File: config.mk
export PLATFORM = sky130hd
export DESIGN_NAME = shift_unit_flat
export DESIGN_NICKNAME = d
export VERILOG_FILES = /design/src/rtl/shift_pkg.sv /design/src/rtl/shift_unit_if.sv /design/src/rtl/shift_step.sv /design/src/rtl/shift_unit.sv /design/src/flat_wrapper.sv
export SDC_FILE = /design/constraint.sdc
export NUM_CORES = 1
export LEC_CHECK = 0
export CORE_UTILIZATION = 49
export DETAILED_ROUTE_END_ITERATION = 16
export HOLD_SLACK_MARGIN = 0.02
export PLACE_DENSITY = 0.86
export SETUP_SLACK_MARGIN = 0.5
export SYNTH_ARGS = -nofsm -noshare
export SYNTH_HDL_FRONTEND = slang
export SYNTH_SLANG_ARGS = --single-unit
export TNS_END_PERCENT = 1
File: constraint.sdc
create_clock -name clk -period 2.6 [get_ports clk]
set_clock_uncertainty 0.05 [all_clocks]
set_input_delay 0.26 -clock clk [delete_from_list [all_inputs] [get_ports clk]]
set_output_delay 0.26 -clock clk [all_outputs]
set_load 0.03 [all_outputs]
File: src/rtl/shift_pkg.sv
// Shared types for the shift unit and the core that issues shift operations.
//   shift_op_t    : SLL / SRL / SRA operation encoding.
//   shift_state_t : IDLE / BUSY / DONE control states of the shift unit.
//   ShamtW        : width of the shift-amount field.
package shift_pkg;

   typedef enum logic [1:0] {
      SLL = 2'b00,
      SRL = 2'b01,
      SRA = 2'b10
   } shift_op_t;

   typedef enum logic [1:0] {
      StIdle = 2'b00,
      StBusy = 2'b01,
      StDone = 2'b10
   } shift_state_t;

   localparam int unsigned ShamtW = 5;

endpackage

File: src/rtl/shift_unit_if.sv
// Request/response bundle between the execute stage and the shift unit.
//   Request : in_valid, in_ready, op, a, shamt, flush
//   Response: out_valid, out_ready, result
//   master : issuing side (execute control / writeback consumer)
//   slave  : the shift unit itself
interface shift_unit_if #(
   parameter int unsigned XLEN = 32
) ();
   import shift_pkg::*;

   logic              in_valid;
   logic              in_ready;
   shift_op_t         op;
   logic [XLEN-1:0]   a;
   logic [ShamtW-1:0] shamt;
   logic              flush;
   logic              out_valid;
   logic              out_ready;
   logic [XLEN-1:0]   result;

   modport master (
      output in_valid, op, a, shamt, flush, out_ready,
      input  in_ready, out_valid, result
   );

   modport slave (
      input  in_valid, op, a, shamt, flush, out_ready,
      output in_ready, out_valid, result
   );

endinterface

File: src/rtl/shift_step.sv
// Combinational partial shifter: shifts value_i by 0..STEP bit positions.
//   value_i : operand
//   op_i    : SLL / SRL / SRA
//   amt_i   : shift distance, 0..STEP
//   fill_i  : bit shifted in at the MSB for SRA
//   value_o : shifted value
module shift_step
   import shift_pkg::*;
#(
   parameter int unsigned XLEN = 32,
   parameter int unsigned STEP = 4,
   parameter int unsigned AmtW = $clog2(STEP + 1)
) (
   input  logic [XLEN-1:0] value_i,
   input  shift_op_t       op_i,
   input  logic [AmtW-1:0] amt_i,
   input  logic            fill_i,
   output logic [XLEN-1:0] value_o
);

   logic [XLEN-1:0] hi_mask;

   // Ones in the bit positions vacated by a right shift of amt_i.
   assign hi_mask = ~({XLEN{1'b1}} >> amt_i);

   always_comb begin
      value_o = value_i;
      case (op_i)
         SLL:     value_o = value_i << amt_i;
         SRL:     value_o = value_i >> amt_i;
         SRA:     value_o = (value_i >> amt_i) | ({XLEN{fill_i}} & hi_mask);
         default: value_o = value_i;
      endcase
   end

endmodule

File: src/rtl/shift_unit.sv
// Multi-cycle shift unit for SLL/SRL/SRA.
//   clk   : clock, all state on the rising edge
//   reset : synchronous active-high reset
//   bus   : shift_unit_if slave (request handshake, flush, result handshake)
// Default build shifts up to STEP bits per BUSY cycle through one shift_step.
// Defining SHIFT_UNIT_BARREL_EN computes the whole shift at accept with a
// barrel shifter and goes straight to DONE (STEP then has no effect).
module shift_unit
   import shift_pkg::*;
#(
   parameter int unsigned XLEN = 32,
   parameter int unsigned STEP = 4
) (
   input  logic         clk,
   input  logic         reset,
   shift_unit_if.slave  bus
);

   localparam int unsigned AmtW = $clog2(STEP + 1);

   shift_state_t      state_q, state_d;
   shift_op_t         op_q, op_d;
   logic [XLEN-1:0]   acc_q, acc_d;
   logic [ShamtW-1:0] rem_q, rem_d;
   logic              fill_q, fill_d;
   logic [AmtW-1:0]   step_n;
   logic [XLEN-1:0]   step_out;

   // n = min(STEP, remaining)
   always_comb begin
      if (32'(rem_q) < STEP) begin
         step_n = AmtW'(rem_q);
      end else begin
         step_n = AmtW'(STEP);
      end
   end

   shift_step #(
      .XLEN (XLEN),
      .STEP (STEP)
   ) u_step (
      .value_i (acc_q),
      .op_i    (op_q),
      .amt_i   (step_n),
      .fill_i  (fill_q),
      .value_o (step_out)
   );

`ifdef SHIFT_UNIT_BARREL_EN
   logic [XLEN-1:0] barrel_out;

   always_comb begin
      barrel_out = bus.a;
      case (bus.op)
         SLL:     barrel_out = bus.a << bus.shamt;
         SRL:     barrel_out = bus.a >> bus.shamt;
         SRA:     barrel_out = (bus.a >> bus.shamt) |
                               ({XLEN{bus.a[XLEN-1]}} & ~({XLEN{1'b1}} >> bus.shamt));
         default: barrel_out = bus.a;
      endcase
   end
`endif

   always_comb begin
      state_d = state_q;
      op_d    = op_q;
      acc_d   = acc_q;
      rem_d   = rem_q;
      fill_d  = fill_q;
      // Flush beats any accept or result handshake in the same cycle.
      if (bus.flush) begin
         state_d = StIdle;
      end else begin
         unique case (state_q)
            StIdle: begin
               if (bus.in_valid) begin
                  op_d   = bus.op;
                  fill_d = bus.a[XLEN-1];
`ifdef SHIFT_UNIT_BARREL_EN
                  acc_d   = barrel_out;
                  rem_d   = '0;
                  state_d = StDone;
`else
                  acc_d   = bus.a;
                  rem_d   = bus.shamt;
                  state_d = (bus.shamt == '0) ? StDone : StBusy;
`endif
               end
            end
            StBusy: begin
               acc_d = step_out;
               rem_d = rem_q - ShamtW'(step_n);
               if (rem_d == '0) begin
                  state_d = StDone;
               end
            end
            StDone: begin
               if (bus.out_ready) begin
                  state_d = StIdle;
               end
            end
            default: state_d = StIdle;
         endcase
      end
   end

   always_ff @(posedge clk) begin
      if (reset) begin
         state_q <= StIdle;
         op_q    <= SLL;
         acc_q   <= '0;
         rem_q   <= '0;
         fill_q  <= 1'b0;
      end else begin
         state_q <= state_d;
         op_q    <= op_d;
         acc_q   <= acc_d;
         rem_q   <= rem_d;
         fill_q  <= fill_d;
      end
   end

   assign bus.in_ready  = (state_q == StIdle);
   assign bus.out_valid = (state_q == StDone);
   assign bus.result    = acc_q;

endmodule

File: src/flat_wrapper.sv
// flat-port wrapper written by rule: the top's interface ports become plain ports
module shift_unit_flat import shift_pkg::*;
#(
   parameter int unsigned XLEN = 32,
   parameter int unsigned STEP = 4
)
  (clk, reset, bus_in_valid, bus_op, bus_a, bus_shamt, bus_flush, bus_out_ready, bus_in_ready, bus_out_valid, bus_result);
  shift_unit_if #(.XLEN(XLEN)) bus_i ();
  input  logic clk;
  input  logic reset;
  input wire logic [$bits(bus_i.in_valid)-1:0] bus_in_valid;
  input wire logic [$bits(bus_i.op)-1:0] bus_op;
  input wire logic [$bits(bus_i.a)-1:0] bus_a;
  input wire logic [$bits(bus_i.shamt)-1:0] bus_shamt;
  input wire logic [$bits(bus_i.flush)-1:0] bus_flush;
  input wire logic [$bits(bus_i.out_ready)-1:0] bus_out_ready;
  output wire logic [$bits(bus_i.in_ready)-1:0] bus_in_ready;
  output wire logic [$bits(bus_i.out_valid)-1:0] bus_out_valid;
  output wire logic [$bits(bus_i.result)-1:0] bus_result;
  assign bus_i.in_valid = bus_in_valid;
  assign bus_i.op = bus_op;
  assign bus_i.a = bus_a;
  assign bus_i.shamt = bus_shamt;
  assign bus_i.flush = bus_flush;
  assign bus_i.out_ready = bus_out_ready;
  assign bus_in_ready = bus_i.in_ready;
  assign bus_out_valid = bus_i.out_valid;
  assign bus_result = bus_i.result;
  shift_unit #(.XLEN(XLEN), .STEP(STEP)) u_core (.clk(clk), .reset(reset), .bus(bus_i));
endmodule
## Word level (Yosys, flattened, before mapping)

Index checks and enable logic that the tools add are counted.
W data, S select, Z words.

- Register bits: 42

- Add/sub/neg operators: 1
- Magnitude comparators: 1
- Equal/unequal tests: 8
- Shift operators: 3
- Multiplexer cells: 11
- Bitwise operators: 4
- Reduce and logical (&&, ||, !) cells: 10

Operator list:

| operator | count |
|---|---|
| $pmux W32 S3 | 1 |
| $pmux W32 S2 | 1 |
| $and A32 B32 Y32 | 1 |
| $mux W32 | 1 |
| $not A32 Y32 | 1 |
| $or A32 B32 Y32 | 1 |
| $shl A32 B3 Y32 | 1 |
| $shr A32 B3 Y32 | 1 |
| $shr A32 B3 Y32 const A | 1 |
| $logic_not A5 Y1 | 2 |
| $pmux W5 S2 | 1 |
| $reduce_and A3 Y1 | 3 |
| $mux W2 | 4 |
| $pmux W2 S3 | 1 |
| $lt A5 B3 Y1 const B | 1 |
| $mux W5 | 1 |
| $sub A5 B3 Y5 | 1 |
| $eq A2 B1 Y1 const B | 2 |
| $eq A2 B2 Y1 const B | 2 |
| $logic_not A2 Y1 | 2 |
| $ne A2 B2 Y1 const B | 2 |
| $ne A4 B4 Y1 const B | 1 |
| $reduce_and A4 Y1 | 1 |
| $mux W3 | 1 |
| other kinds (4) | 4 |

## Logic depth before layout (Yosys ltp)

Gate-level depths: netlist of run 1.

- Depth in word-level cells: 8
- Mapped depth: 11
- Depth with buffers taken out: 8

## By module

Synthesis of run 1 repeated with hierarchy kept, for this count alone.

- Cell total of the unflattened synthesis: 658
- Area, all modules: 5144.9 um2

By module, submodules not included:

| module | times used | cells an instance | area each (um2) | sequential area each (um2) |
|---|---|---|---|---|
| shift_step | 1 | 400 | 3118.0 | 0.0 |
| shift_unit | 1 | 258 | 2026.9 | 840.8 |

## Worst setup path after synthesis of run 1

No wires, ideal clock.

- Kind: register -> register
- Start: reg u_core.rem_q[3]
- End: reg u_core.state_q[0]
- Setup time: 0.119 ns
- Data arrival time: 2.430 ns
- Data required time: 2.431 ns
- Path slack: 0.001 ns
- Cell stages (with the launch flop): 12
- Buffers on the path: 3
- Path through: dfxtp_1 buf_2 or3_1 clkbuf_1 clkbuf_1 nand2_1 ha_1 o32ai_1 a21oi_1 nor4b_1 nor2_1 o221a_2

- Cells in the longest elaborated chain, start to end: 6

Ends and longest elaborated chain:

| item | RTL line | RTL |
|---|---|---|
| from (decl) | shift_unit.sv:24 | `logic [ShamtW-1:0] rem_q, rem_d;` |
| from (signal assigned) | shift_unit.sv:118 | `rem_q <= rem_d;` |
| $lt A5 B3 Y1 | shift_unit.sv:31 | `if (32'(rem_q) < STEP) begin` |
| $mux W3 | shift_unit.sv:31 |  |
| $sub A5 B3 Y5 (*) | shift_unit.sv:92 | `rem_d = rem_q - ShamtW'(step_n);` |
| $logic_not A5 Y1 (*) | shift_unit.sv:93 | `if (rem_d == '0) begin` |
| $ne A2 B1 Y1 (no source line) (*) | n/a |  |
| $reduce_and A3 Y1 (no source line) (*) | n/a |  |
| to (signal assigned) | shift_unit.sv:109 | `state_q <= StIdle;` |
| to (signal assigned) | shift_unit.sv:115 | `state_q <= state_d;` |
| to (decl) | shift_unit.sv:21 | `shift_state_t state_q, state_d;` |

Mark *: on every way between the ends. The rest lies on a longest branch, timed or not.
A chain may end at the register's enable or synchronous reset.

## Worst setup path in the final report of run 1

- Start: reg u_core.rem_q[4]
- End: reg u_core.acc_q[1], in the netlist u_core.bus.result[1]

- Cells in the longest elaborated chain, start to end: 8

Ends and longest elaborated chain:

| item | RTL line | RTL |
|---|---|---|
| $lt A5 B3 Y1 (*) | shift_unit.sv:31 |  |
| $mux W3 (*) | shift_unit.sv:31 |  |
| $shr A32 B3 Y32 | shift_step.sv:24 | `assign hi_mask = ~({XLEN{1'b1}} >> amt_i);` |
| $not A32 Y32 | shift_step.sv:24 |  |
| $and A32 B32 Y32 | shift_step.sv:31 | `SRA: value_o = (value_i >> amt_i) \| ({XLEN{fill_i}} & hi_mask);` |
| $or A32 B32 Y32 | shift_step.sv:31 |  |
| $pmux W32 S3 (*) | shift_step.sv:28 | `case (op_i)` |
| $pmux W32 S2 (*) | shift_unit.sv:74 | `unique case (state_q)` |
| to (signal assigned) | shift_unit.sv:111 | `acc_q <= '0;` |
| to (signal assigned) | shift_unit.sv:117 | `acc_q <= acc_d;` |
| to (decl) | shift_unit.sv:23 | `logic [XLEN-1:0] acc_q, acc_d;` |

Marks and branches as above.

==> flow_summary.ini, run 1 <==
[status]
status = finished, final reports clean

[global_routing]
grt_overflow_total = 0
grt_pass1_vias = 5109
grt_pass1_wl_mm = 26.2
grt_util_all_layers_pct = 37.7
antenna_violations_before_repair = 0
grt_start_max_net_pins = 41

[layout]
filler_cell_count = 628
area.growth.synth_to_final_pct = 39.0
regArea_um2 = 855
drive_above_1_share_pct = 21.2
finalNetCount = 698
antenna-diode-count = 0
area_of_the_multi_input_gates_um2 = 3210
finalCoreUtilization_pct = 70.2

[synth]
synth_area_leaders = sky130_fd_sc_hd__dfxtp_1 20%, sky130_fd_sc_hd__mux2i_1 13%, sky130_fd_sc_hd__nand2_1 6.6%, sky130_fd_sc_hd__o21ai_0 5.8%, sky130_fd_sc_hd__o22ai_1 4.1%
post_synth_instance_area_um2 = 4150
warning_count_from_the_yosys_run = 0
asyncSetResetFlopFracSynth_pct = 0
syn_area_per_cell_um2 = 7.45
synth_common_cells = 73 x sky130_fd_sc_hd__nand2_1, 52 x sky130_fd_sc_hd__mux2i_1, 48 x sky130_fd_sc_hd__o21ai_0
yosys.cell_types.count = 61
synth_enable_flop_cells = 0
ys_seq_elements = 42
yosys_most_used_dff = sky130_fd_sc_hd__dfxtp_1
synth_top_cell_by_area = sky130_fd_sc_hd__dfxtp_1
yosysMostFrequentCell = sky130_fd_sc_hd__nand2_1
netlist.area_leader.share_pct = 20.3
synthCells = 557
mappedNetlistNets = 605
ys_seq_area_share_pct = 20.3

[die]
num_rows = 33
core-area_um2 = 8220
design.die.area_um2 = 8840
pin_count = 78
die_w_um = 94.0
fp.dieH_um = 94.0
floorplan.initialDensity_pct = 50.5

[clocking]
worst_setup_hold_path_clk_slew_ps = 90
cts.sinks = 42
worstSkewPairLatency_ps = 300
clock_tree.root_cell = sky130_fd_sc_hd__clkbuf_8
cts_made_buffers = 5
cts_tree = built
cts_max_path_bufs = 2
htreeDepth = 2

[run]
cap_viol_max_count = 0

[timing]
rsz0062_at_grt = yes
finalSetupTns_ps = 0
finalSetupViolations = 0
timing.final.crit_share_pct = 87.0
timing.slew.headroom_pct = 59.0
finalHoldViolCount = 0
max_freq_mhz = 442
post-route-min-period_ps = 2260
timing_worst_slew_pin_value_ps = 613
hold_slack_ps = 432
timing.final.max_slew_violations = 0

[critical_path]
worst_ep_arrival_time_ps = 2380
critPathLaunchType = flip-flop
critical_path_class = flip-flop to flip-flop
reg2reg_slack_ps = 340
cp_max_fo = 7
critPathRequiredTime_ps = 2720
cp-end-kind = flip-flop

[route]
vias_per_cell = 7.17
ant_nets = 0
route.vias.total = 5419
drc_errors = 0
wl_per_cell_um = 22.7
initialDrtViolationCount = 925
totalWireLength_mm = 17.1
drt_pass1_iterations = 7

[hold_path]
classification_of_the_worst_slack_hold_path = flip-flop to flip-flop

[power]
peakVddDrop_mv = 0.309
cellPowerDensity_nw_per_um2 = 415
static-leakage-power_nw = 2.07

[placed_design]
io_buffer_count = 77
final_weighted_congestion_in_routability_driven_placement = 0.938
detailedPlacementHpwl_mm = 10.6
==> cells in the final DEF, fill, tap and decap left out, types with 12 or more instances in the layout <==
| cell type | netlist | final |
|---|---|---|
| sky130_fd_sc_hd__o22ai_1 | 27 | 27 |
| sky130_fd_sc_hd__nor3_1 | 15 | 12 |
| sky130_fd_sc_hd__clkdlybuf4s50_1 | 0 | 77 |
| sky130_fd_sc_hd__a21oi_1 | 26 | 26 |
| sky130_fd_sc_hd__inv_1 | 12 | 12 |
| sky130_fd_sc_hd__a31oi_1 | 17 | 17 |
| sky130_fd_sc_hd__nand2_1 | 73 | 70 |
| sky130_fd_sc_hd__buf_4 | 2 | 51 |
| sky130_fd_sc_hd__dfxtp_1 | 42 | 37 |
| sky130_fd_sc_hd__mux2i_1 | 52 | 40 |
| sky130_fd_sc_hd__o21ai_0 | 48 | 47 |
| sky130_fd_sc_hd__nor2_1 | 36 | 35 |
==> repair_timing <==
item | 4_1_cts | 5_1_grt
cloned | 2 | 0
endpoints found under the setup margin | 35 | 36
pin swaps | 7 | 13
endpoints found under the hold margin | 0 | 0
resized for setup | 43 | 22
buffers inserted | 21 | 3
hold buffers | 0 | 0
==> layer usage <==
layer	GRT usage [%]	up-vias	wire length, um
met5	0	-	0
met1	49.6	2507	6420
met3	6.63	101	2240
met4	17.3	0	791
li1	-	2305	-
met2	59.6	506	7690
==> metrics by stage <==
| stage | setup slack, ps | cell area [um^2] | total power, W | instances |
|---|---|---|---|---|
| 3_5_place_dp | 84.8 | 5150 | 0.00173 | 722 |
| 2_1_floorplan | 429 | 4190 | 0.00137 | 557 |
| 4_1_cts | 426 | 5660 | 0.00230 | 753 |
| 3_3_place_gp | 181 | 5150 | 0.00172 | 722 |
| 6_report | 337 | 5770 | 0.00239 | 756 |
| 5_1_grt | 202 | 5770 | 0.00248 | 756 |
==> layout make-up <==
type | instances | share of cell area, %
multi-input cells | 443 | 55.7
repair buffers | 146 | 24.9
flip-flops and latches | 42 | 14.8
well taps | 105 | 2.28
clock buffers | 7 | 1.50
inverters | 12 | 0.781
clock inverters | 1 | 0.0867
==> final timing paths <==
kind	from	to	depth (start not counted)
worst max-delay path	u_core.rem_q[4]	u_core.bus.result[1]	8
worst min-delay path	u_core.op_q[0]	u_core.op_q[0]	2
worst max register to register	u_core.rem_q[4]	u_core.bus.result[1]	8
worst min register to register	u_core.op_q[0]	u_core.op_q[0]	2
==> worst max-delay path, cell delays in order, from the launching register on <==
cell	delay [ps]
sky130_fd_sc_hd__dfxtp_4	380
sky130_fd_sc_hd__buf_6	140
sky130_fd_sc_hd__nor4b_4	440
sky130_fd_sc_hd__buf_6	200
sky130_fd_sc_hd__buf_4	150
sky130_fd_sc_hd__nand2_1	80
sky130_fd_sc_hd__a311oi_1	270
sky130_fd_sc_hd__a211oi_1	100
sky130_fd_sc_hd__nor4_1	320
==> report_power, final <==
part	internal, W	switching (W)
clock	0.000215	0.000256
combinational	0.000502	0.000605
sequential	0.000690	0.000125
==> sequential cells by signal, summed over array words and instances (netlist names) <==
signal,count
u_core.fill_q,1
u_core.op_q,2
u_core.rem_q,5
u_core.state_q,2
u_core.bus.result,32
==> cells by family after synthesis <==
logic type | synth area share, %
compound gates | 32.6
fa+ha+maj | 1.21
buf+inv | 7.68
flops | 20.3
mux | 18.5
other cells | 0.0903
simple gates | 19.7
(Power assumes the default switching activity.)
==> inputs of run 2 (changes only) <==
--- a/config.mk
+++ b/config.mk
@@ -5,6 +5,7 @@
 export SDC_FILE = /design/constraint.sdc
 export NUM_CORES = 1
 export LEC_CHECK = 0
+export CORE_ASPECT_RATIO = 0.8
 export CORE_UTILIZATION = 49
 export DETAILED_ROUTE_END_ITERATION = 16
 export HOLD_SLACK_MARGIN = 0.02
==> flow_summary.ini, run 2 (synthesized netlist as in run 1, its figures left out) <==
[status]
status = finished, final reports clean

[die]
core-area_um2 = 8060
die_w_um = 105
pin_count = 78
design.die.area_um2 = 8850
fp.dieH_um = 84.3
num_rows = 29
floorplan.initialDensity_pct = 51.5

[global_routing]
grt_pass1_wl_mm = 26.5
grt_overflow_total = 0
grt_start_max_net_pins = 41
grt_pass1_vias = 4854
antenna_violations_before_repair = 0
grt_util_all_layers_pct = 37.7

[timing]
timing_worst_slew_pin_value_ps = 614
finalSetupViolations = 0
post-route-min-period_ps = 2220
timing.final.crit_share_pct = 85.5
max_freq_mhz = 450
timing.final.max_slew_violations = 0
finalHoldViolCount = 0
timing.slew.headroom_pct = 58.9
finalSetupTns_ps = 0
rsz0062_at_grt = yes

[placed_design]
io_buffer_count = 77
final_weighted_congestion_in_routability_driven_placement = 0.984
detailedPlacementHpwl_mm = 11.0

[route]
wl_per_cell_um = 22.4
vias_per_cell = 7.04
drt_pass1_iterations = 5
route.vias.total = 5346
totalWireLength_mm = 17.0
initialDrtViolationCount = 897
drc_errors = 0
ant_nets = 0

[layout]
antenna-diode-count = 0
number_of_flip_flops_in_the_largest_register = 32
mostFrequentLayoutCells = 77 x sky130_fd_sc_hd__clkdlybuf4s50_1, 71 x sky130_fd_sc_hd__nand2_1, 58 x sky130_fd_sc_hd__buf_4
final_common_cell = sky130_fd_sc_hd__clkdlybuf4s50_1
area.growth.synth_to_final_pct = 40.1
drive_above_1_share_pct = 21.0
finalNetCount = 698
filler_cell_count = 611

[critical_path]
critical_path_class = flip-flop to flip-flop
critPathLaunchType = flip-flop
cp-end-kind = flip-flop
critPathRequiredTime_ps = 2740
worst_ep_arrival_time_ps = 2370
rr_startpoint = u_core.rem_q[3]
regToRegEndpoint = u_core.bus.result[14]
cp_max_fo = 7
reg2reg_slack_ps = 380
critPathLaunch = u_core.rem_q[3]
worst_setup_path_endpoint = u_core.bus.result[14]
ff2ff_path_depth = 7

[clocking]
cts_made_buffers = 5
worst_setup_hold_path_clk_slew_ps = 90
cts_tree = built
postCtsHoldBufs = 0
worstSkewPairLatency_ps = 300
clock_tree.root_cell = sky130_fd_sc_hd__clkbuf_8
cts_max_path_bufs = 2
cts.sinks = 42
htreeDepth = 2

[run]
cap_viol_max_count = 0

[power]
peakVddDrop_mv = 0.234
p_total_w = 0.00243
cellPowerDensity_nw_per_um2 = 418
static-leakage-power_nw = 2.10

[hold_path]
classification_of_the_worst_slack_hold_path = flip-flop to flip-flop
run 2: cell types whose count changed in the layout (fill, tap and decap cells not counted), moves of 3 or more:
cell,delta
sky130_fd_sc_hd__mux2i_1,+4
sky130_fd_sc_hd__bufbuf_16,+4
sky130_fd_sc_hd__buf_4,+7
sky130_fd_sc_hd__buf_6,-10
sky130_fd_sc_hd__a211oi_2,-3
sky130_fd_sc_hd__a211oi_1,+3
sky130_fd_sc_hd__mux2i_2,-4
run 2: what timing repair did:
item                                    CTS  global route
setup buffers                            12             5
pin swaps                                 9             8
endpoints found under the setup margin   31            33
resized for setup                        28            21
gates cloned                              5             0
run 2: cell type report:
type	count	area [um^2]	share of cell area, %
multi-input combinational	443	3190	54.8
timing repair buffer	146	1480	25.4
clock buffer	8	110	1.89
inverter	12	48.8	0.839
sequential	42	853	14.7
tap	108	135	2.32
run 2: how the worst min path moves through the flow:
stage / from / end / slack, ps / cells past startpoint
final: u_core.op_q[1] / u_core.op_q[1] / 430 / 2
after global routing: bus_op[1] / u_core.op_q[1] / 450 / 3
after CTS: u_core.op_q[1] / u_core.op_q[1] / 430 / 2
after detailed placement: u_core.op_q[1] / u_core.op_q[1] / 420 / 2
after global placement: u_core.op_q[1] / u_core.op_q[1] / 420 / 2
after floorplan: bus_flush / u_core.state_q[1] / 290 / 1
run 2: layer usage:
| metal | vias up | GRT usage (%) | share of wire [%] | wire (um) |
|---|---|---|---|---|
| met5 | - | 0 | 0 | 0 |
| met4 | 0 | 12.8 | 3.4 | 584 |
| met3 | 77 | 9.55 | 14 | 2370 |
| met2 | 489 | 55.9 | 43 | 7280 |
| met1 | 2471 | 53.0 | 40 | 6790 |
| li1 | 2309 | - | - | - |
run 2: report_power, final:
group	switching, W	internal [W]
Combinational	0.000588	0.000506
Clock	0.000254	0.000269
Sequential	0.000128	0.000690
run 2: stage by stage:
stage	util, %	area [um^2]	cells	worst slack, ps	hold WS, ps
floorplan	-	4190	557	429	287
global placement	64.5	5190	729	269	415
detailed placement	64.5	5190	729	225	417
CTS	70.5	5680	754	429	431
global route	72.2	5820	759	315	453
finish	72.2	5820	759	376	431
run 2: worst max-delay path, cell delays in order, from the launching register on:
cell,delay [ps]
sky130_fd_sc_hd__dfxtp_4,360
sky130_fd_sc_hd__buf_4,160
sky130_fd_sc_hd__or4b_4,540
sky130_fd_sc_hd__bufbuf_16,320
sky130_fd_sc_hd__mux2i_4,180
sky130_fd_sc_hd__o22ai_1,100
sky130_fd_sc_hd__nor4bb_1,310
sky130_fd_sc_hd__o21ai_1,90
